## config.mk

```make
export PLATFORM = sky130hd
export DESIGN_NAME = mealy_seq_detector
export DESIGN_NICKNAME = d
export VERILOG_FILES = /design/src/rtl/mealy_seq_detector.sv
export SDC_FILE = /design/constraint.sdc
export NUM_CORES = 1
export LEC_CHECK = 0
export ABC_AREA = 1
export ABC_CLOCK_PERIOD_IN_PS = 1200
export BUFFER_PORTS_ARGS = -buffer_cell sky130_fd_sc_hd__buf_2
export CORE_MARGIN = 2
export CORE_UTILIZATION = 45
export CTS_BUF_LIST = sky130_fd_sc_hd__clkbuf_4 sky130_fd_sc_hd__clkbuf_8 sky130_fd_sc_hd__clkbuf_16
export CTS_CLUSTER_SIZE = 10
export DETAILED_ROUTE_END_ITERATION = 10
export PLACE_DENSITY_LB_ADDON = 0.08
export SLEW_MARGIN = 5
export SYNTH_ARGS = -nofsm -noshare
export SYNTH_HDL_FRONTEND = slang
export SYNTH_SLANG_ARGS = --single-unit
```

## constraint.sdc

```tcl
create_clock -name clk -period 1.2 [get_ports clk]
set_input_delay 0.18 -clock clk [delete_from_list [all_inputs] [get_ports clk]]
set_output_delay 0.18 -clock clk [all_outputs]
set_load 0.03 [all_outputs]
```

## src/rtl/mealy_seq_detector.sv

```systemverilog
// Parametrised Mealy detector for a serial PAT_LEN-bit pattern with a saturating match counter.
// The KMP-style transition table is built at elaboration from PATTERN; nothing is loaded at runtime.
module mealy_seq_detector #(
  parameter int                 PAT_LEN = 4,
  parameter logic [PAT_LEN-1:0] PATTERN = 4'b1011,
  parameter bit                 OVERLAP = 1'b1,
  parameter int                 CNT_W   = 8,
  localparam int                SW      = ($clog2(PAT_LEN) < 1) ? 1 : $clog2(PAT_LEN)
) (
  input  logic             clk,
  input  logic             rst,
  input  logic             in_valid,
  input  logic             in,
  input  logic             clear,
  output logic [SW-1:0]    state,
  output logic             out,
  output logic [CNT_W-1:0] match_cnt,
  output logic             cnt_sat
);

  localparam int TBL = 2 ** SW;

  // j-th received bit of the pattern (MSB arrives first)
  function automatic logic f_pat_bit(input int j);
    logic [31:0] p;
    p = 32'(PATTERN);
    return p[5'(PAT_LEN - 1 - j)];
  endfunction

  // Longest k <= kmax such that the last k bits of seq[0..n-1] equal the first k pattern bits
  function automatic int f_suffix(input logic [31:0] seq, input int n, input int kmax);
    int  best;
    bit  ok;
    best = 0;
    for (int k = 1; k <= kmax; k++) begin
      ok = 1'b1;
      for (int j = 0; j < k; j++)
        if (seq[5'(n - k + j)] != f_pat_bit(j)) ok = 1'b0;
      if (ok) best = k;
    end
    return best;
  endfunction

  function automatic int f_border();
    logic [31:0] seq;
    seq = '0;
    for (int j = 0; j < PAT_LEN; j++) seq[5'(j)] = f_pat_bit(j);
    return f_suffix(seq, PAT_LEN, PAT_LEN - 1);
  endfunction

  // Next prefix length after consuming bit b with s prefix bits already matched
  function automatic logic [SW-1:0] f_next(input int s, input logic b);
    logic [31:0] seq;
    int          k;
    seq = '0;
    for (int j = 0; j < s; j++) seq[5'(j)] = f_pat_bit(j);
    seq[5'(s)] = b;
    k = f_suffix(seq, s + 1, s + 1);
    if (k == PAT_LEN) k = OVERLAP ? f_border() : 0;
    return SW'(k);
  endfunction

  logic [SW-1:0]    w_nxt0 [TBL];
  logic [SW-1:0]    w_nxt1 [TBL];
  logic [SW-1:0]    w_nxt;
  logic             w_out;
  logic [SW-1:0]    r_state;
  logic [CNT_W-1:0] r_cnt;
  logic             r_sat;

  for (genvar s = 0; s < TBL; s++) begin : g_tbl
    if (s < PAT_LEN) begin : g_live
      assign w_nxt0[s] = f_next(s, 1'b0);
      assign w_nxt1[s] = f_next(s, 1'b1);
    end else begin : g_dead
      assign w_nxt0[s] = '0;
      assign w_nxt1[s] = '0;
    end
  end

  assign w_nxt = in ? w_nxt1[r_state] : w_nxt0[r_state];
  assign w_out = in_valid & ~rst & ~clear & (r_state == SW'(PAT_LEN - 1)) & (in == PATTERN[0]);

  always_ff @(posedge clk) begin
    if (rst)           r_state <= '0;
    else if (clear)    r_state <= '0;
    else if (in_valid) r_state <= w_nxt;
  end

  // Counter holds at all-ones; the sticky flag rises on the edge that reaches it
  always_ff @(posedge clk) begin
    if (rst) begin
      r_cnt <= '0;
      r_sat <= 1'b0;
    end else if (w_out && !(&r_cnt)) begin
      r_cnt <= r_cnt + CNT_W'(1);
      if (r_cnt == {{(CNT_W-1){1'b1}}, 1'b0}) r_sat <= 1'b1;
    end
  end

  assign state     = r_state;
  assign out       = w_out;
  assign match_cnt = r_cnt;
  assign cnt_sat   = r_sat;

endmodule

```

==> metrics.md <==
| Metric | Value |
|---|---|
| HP Start | `in_valid` |
| Min Tclk post-route | `about 1.2 ns` |
| Number of library cell types mapped by synthesis | `20` |
| Synth top cells by count | `nand2_1, dfxtp_1, nor2_1` |
| Most frequent CP cell | `nor2_1` |
| Max_cap viols | `0` |
| Initial antenna violation count | `0` |
| Final Skew | `0.00370 ns` |
| Setup TNS | `0 ns` |
| Critical path data arrival time | `between 1 and 1.5 ns` |
| CP Class | `register to register` |
| Final net count | `~130` |
| Worst R2R Setup Slack | `0.03 ns` |
| Worst Setup Start Kind | `register` |
| # fillers | `about 130` |
| Register area share after synthesis | `0.322` |
| Pleak | `between 0.4 and 0.5 nW` |
| Share of cells above drive strength 1 | `0.534` |
| EDFF count, synth | `0` |
| DRC violations left | `0` |
| Slew Viols, Final | `0` |
| Antenna diodes | `0` |
| Final Hold Fails | `0` |
| Chip Width | `43.0 um` |
| Setup violations, final | `0` |
| Initial core utilization | `0.464` |
| TritonCTS clock tree | `done` |
| Hold EP | `state[0]` |
| Avg WL per Cell | `approximately 12 um` |
| Placed Cells | `between 100 and 150` |
| Die area | `roughly 1800 sq um` |
| Net Count, Synth | `~100` |
| RSZ-0062 raised after global routing | `true` |
| Total of warnings raised by yosys | `0` |
| Final cycle utilization of the critical path | `0.973` |
| Gr usage total | `0.177` |
| FP Rows | `14` |
| Detailed-placement wirelength estimate | `around 1.1 mm` |
| CP Buf/Inv Count | `2` |
| H-tree Lvls | `1` |
| Syn Area/Cell | `around 7.5 sq um` |
| Aggregate global routing overflow | `0` |
| Worst skew pair latency | `0.27 ns` |
| Most common cell in the netlist | `nand2_1` |
| Cts bufs inserted | `3` |
| Initial DRC count | `16` |
| Initial DRT Pass Iterations | `6` |
| Hold_buf cts | `0` |
| Place WS | `0.0196 ns` |
| Ports | `17` |
| Design Power | `between 600 and 700 uW` |
| CTS Buffer Depth | `2` |
| Pin count of the biggest net entering global routing | `9` |
| Worst-path clk slew | `0.06 ns` |
| Non-filler cells, final | `134` |
| Critical path required time | `around 1.4 ns` |
| Yosys top cell by area | `dfxtp_1` |
| Root Buffer | `clkbuf_4` |
| CP Max Fanout | `8` |
| Top_reg_cell synth | `dfxtp_1` |
| WHS Path Cells | `2` |
| PD cells | `roughly 720 nW/um^2` |
| Max rail drop VDD | `~0.0006 V` |
| Crit path cell chain | `ha_4 -> inv_2 -> nor2_4 -> nand2_4 -> nand2_8 -> inv_8 -> nor2_1 -> nor2_1` |
| Core footprint | `~1500 sq um` |
| End of the worst register-to-register path | `match_cnt[0]` |
| Crit-path slowest cell | `dfxtp_4` |
| Worst slew pin tran | `around 0.17 ns` |
| Worst setup margin | `0.0329 ns` |
| Top-area cell type share of the netlist area | `0.322` |
| Die H | `between 40 and 50 um` |
| Reg2Reg Launch Point | `match_cnt[1]` |
| Gpl congestion | `around 0.78` |
| CP top delay family | `simple AND/OR/NAND/NOR gates` |
| Detailed-route via count | `between 600 and 700` |
| # clock sinks | `11` |
| Final WL | `roughly 1.6 mm` |
| Worst stage delay on the critical path | `around 0.38 ns` |
| Synth area leaders | `dfxtp_1, nand2_1, nand2_2, a21oi_2, nor2_1` |
| Antenna Nets Post-Route | `0` |
| Avg Vias per Cell | `roughly 5.1` |
| Number of global-route vias before repair | `between 500 and 600` |
| Hold Path Class | `input port to register` |
| Async set or reset register ratio after synthesis | `0` |
| # port buffers | `16` |
| First-pass GRT wire length | `roughly 2.4 mm` |
| Post-Syn Area | `approximately 680 sq um` |
| Area growth syn-to-layout | `37.0%` |
| Achievable Freq | `approximately 860 MHz` |
| Reg2reg path depth | `8` |
| Status | `completed` |
| Crit end category | `register` |
| Slew headroom | `0.885` |
| Synthesized flop and latch total | `11` |
| Cells after Synth | `91` |
[through the flow]
stage	utilization	instance area, sq um	hold WS, ns
3_3_place_gp	0.572	842	0.418
2_1_floorplan	-	716	0.263
6_report	0.636	936	0.168
4_1_cts	0.607	893	0.140
5_1_grt	0.636	936	0.181
3_5_place_dp	0.572	842	0.426
[state kept, by name, summed over array words and instances, names as in the netlist]
signal,cells
state,2
cnt_sat,1
match_cnt,8
[final cells by class]
class	instances	area (sq um)	share of cell area
Clock buffer	4	30.0	0.0321
Inverter	9	41.3	0.0441
Multi-Input combinational cell	70	454	0.485
Sequential cell	11	240	0.257
Tap cell	16	20.0	0.0214
Timing Repair Buffer	24	150	0.160
[layer usage]
metal,up-vias,wire length (um),GRT usage
met5,-,0,0
met4,0,11,0.0606
met3,4,117,0.0809
met2,27,795,0.300
met1,305,629,0.193
li1,341,-,-
[cells by family after synthesis]
logic type	count (synthesis)	share of synthesized area
AOI/OAI and AO/OA	10	0.101
adders and majority gates	2	0.0366
buffers and inverters	10	0.0769
xor gates and xnor gates	3	0.0385
DFF	11	0.322
and+or+nand+nor	55	0.425
[power by group]
| group | total [mW] | internal (mW) | switching (mW) |
|---|---|---|---|
| combinational | 0.0396 | 0.0137 | 0.0259 |
| sequential | 0.363 | 0.361 | 0.00230 |
| clock | 0.272 | 0.151 | 0.121 |
[worst max-delay path by stage]
stage | from | endpoint | cells past startpoint
floorplan | match_cnt[1] | match_cnt[0] | 8
global placement | match_cnt[1] | match_cnt[1] | 8
detailed placement | match_cnt[1] | match_cnt[0] | 8
CTS | state[0] | out | 3
global route | match_cnt[1] | match_cnt[1] | 9
finish | match_cnt[1] | match_cnt[0] | 8
[timing repair]
item | in CTS | in global routing
pin swaps | 1 | 1
endpoints found under the setup margin | 1 | 10
gates resized for setup | 2 | 7
buffers inserted | 2 | 1
[cell usage in the layout, fill, tap and decap left out, drive strengths merged]
cell	Yosys	routed
nand2	33	33
buf	1	24
nor2	13	13
dfxtp	11	11
inv	9	9
a21oi	8	8
nand3	7	7
clkbuf	0	4
xor2	2	2
o21ai	2	2
ha	2	2
nand4	1	1
xnor2	1	1
nor3	1	1
Note: power is estimated with default switching activity, not from simulation.
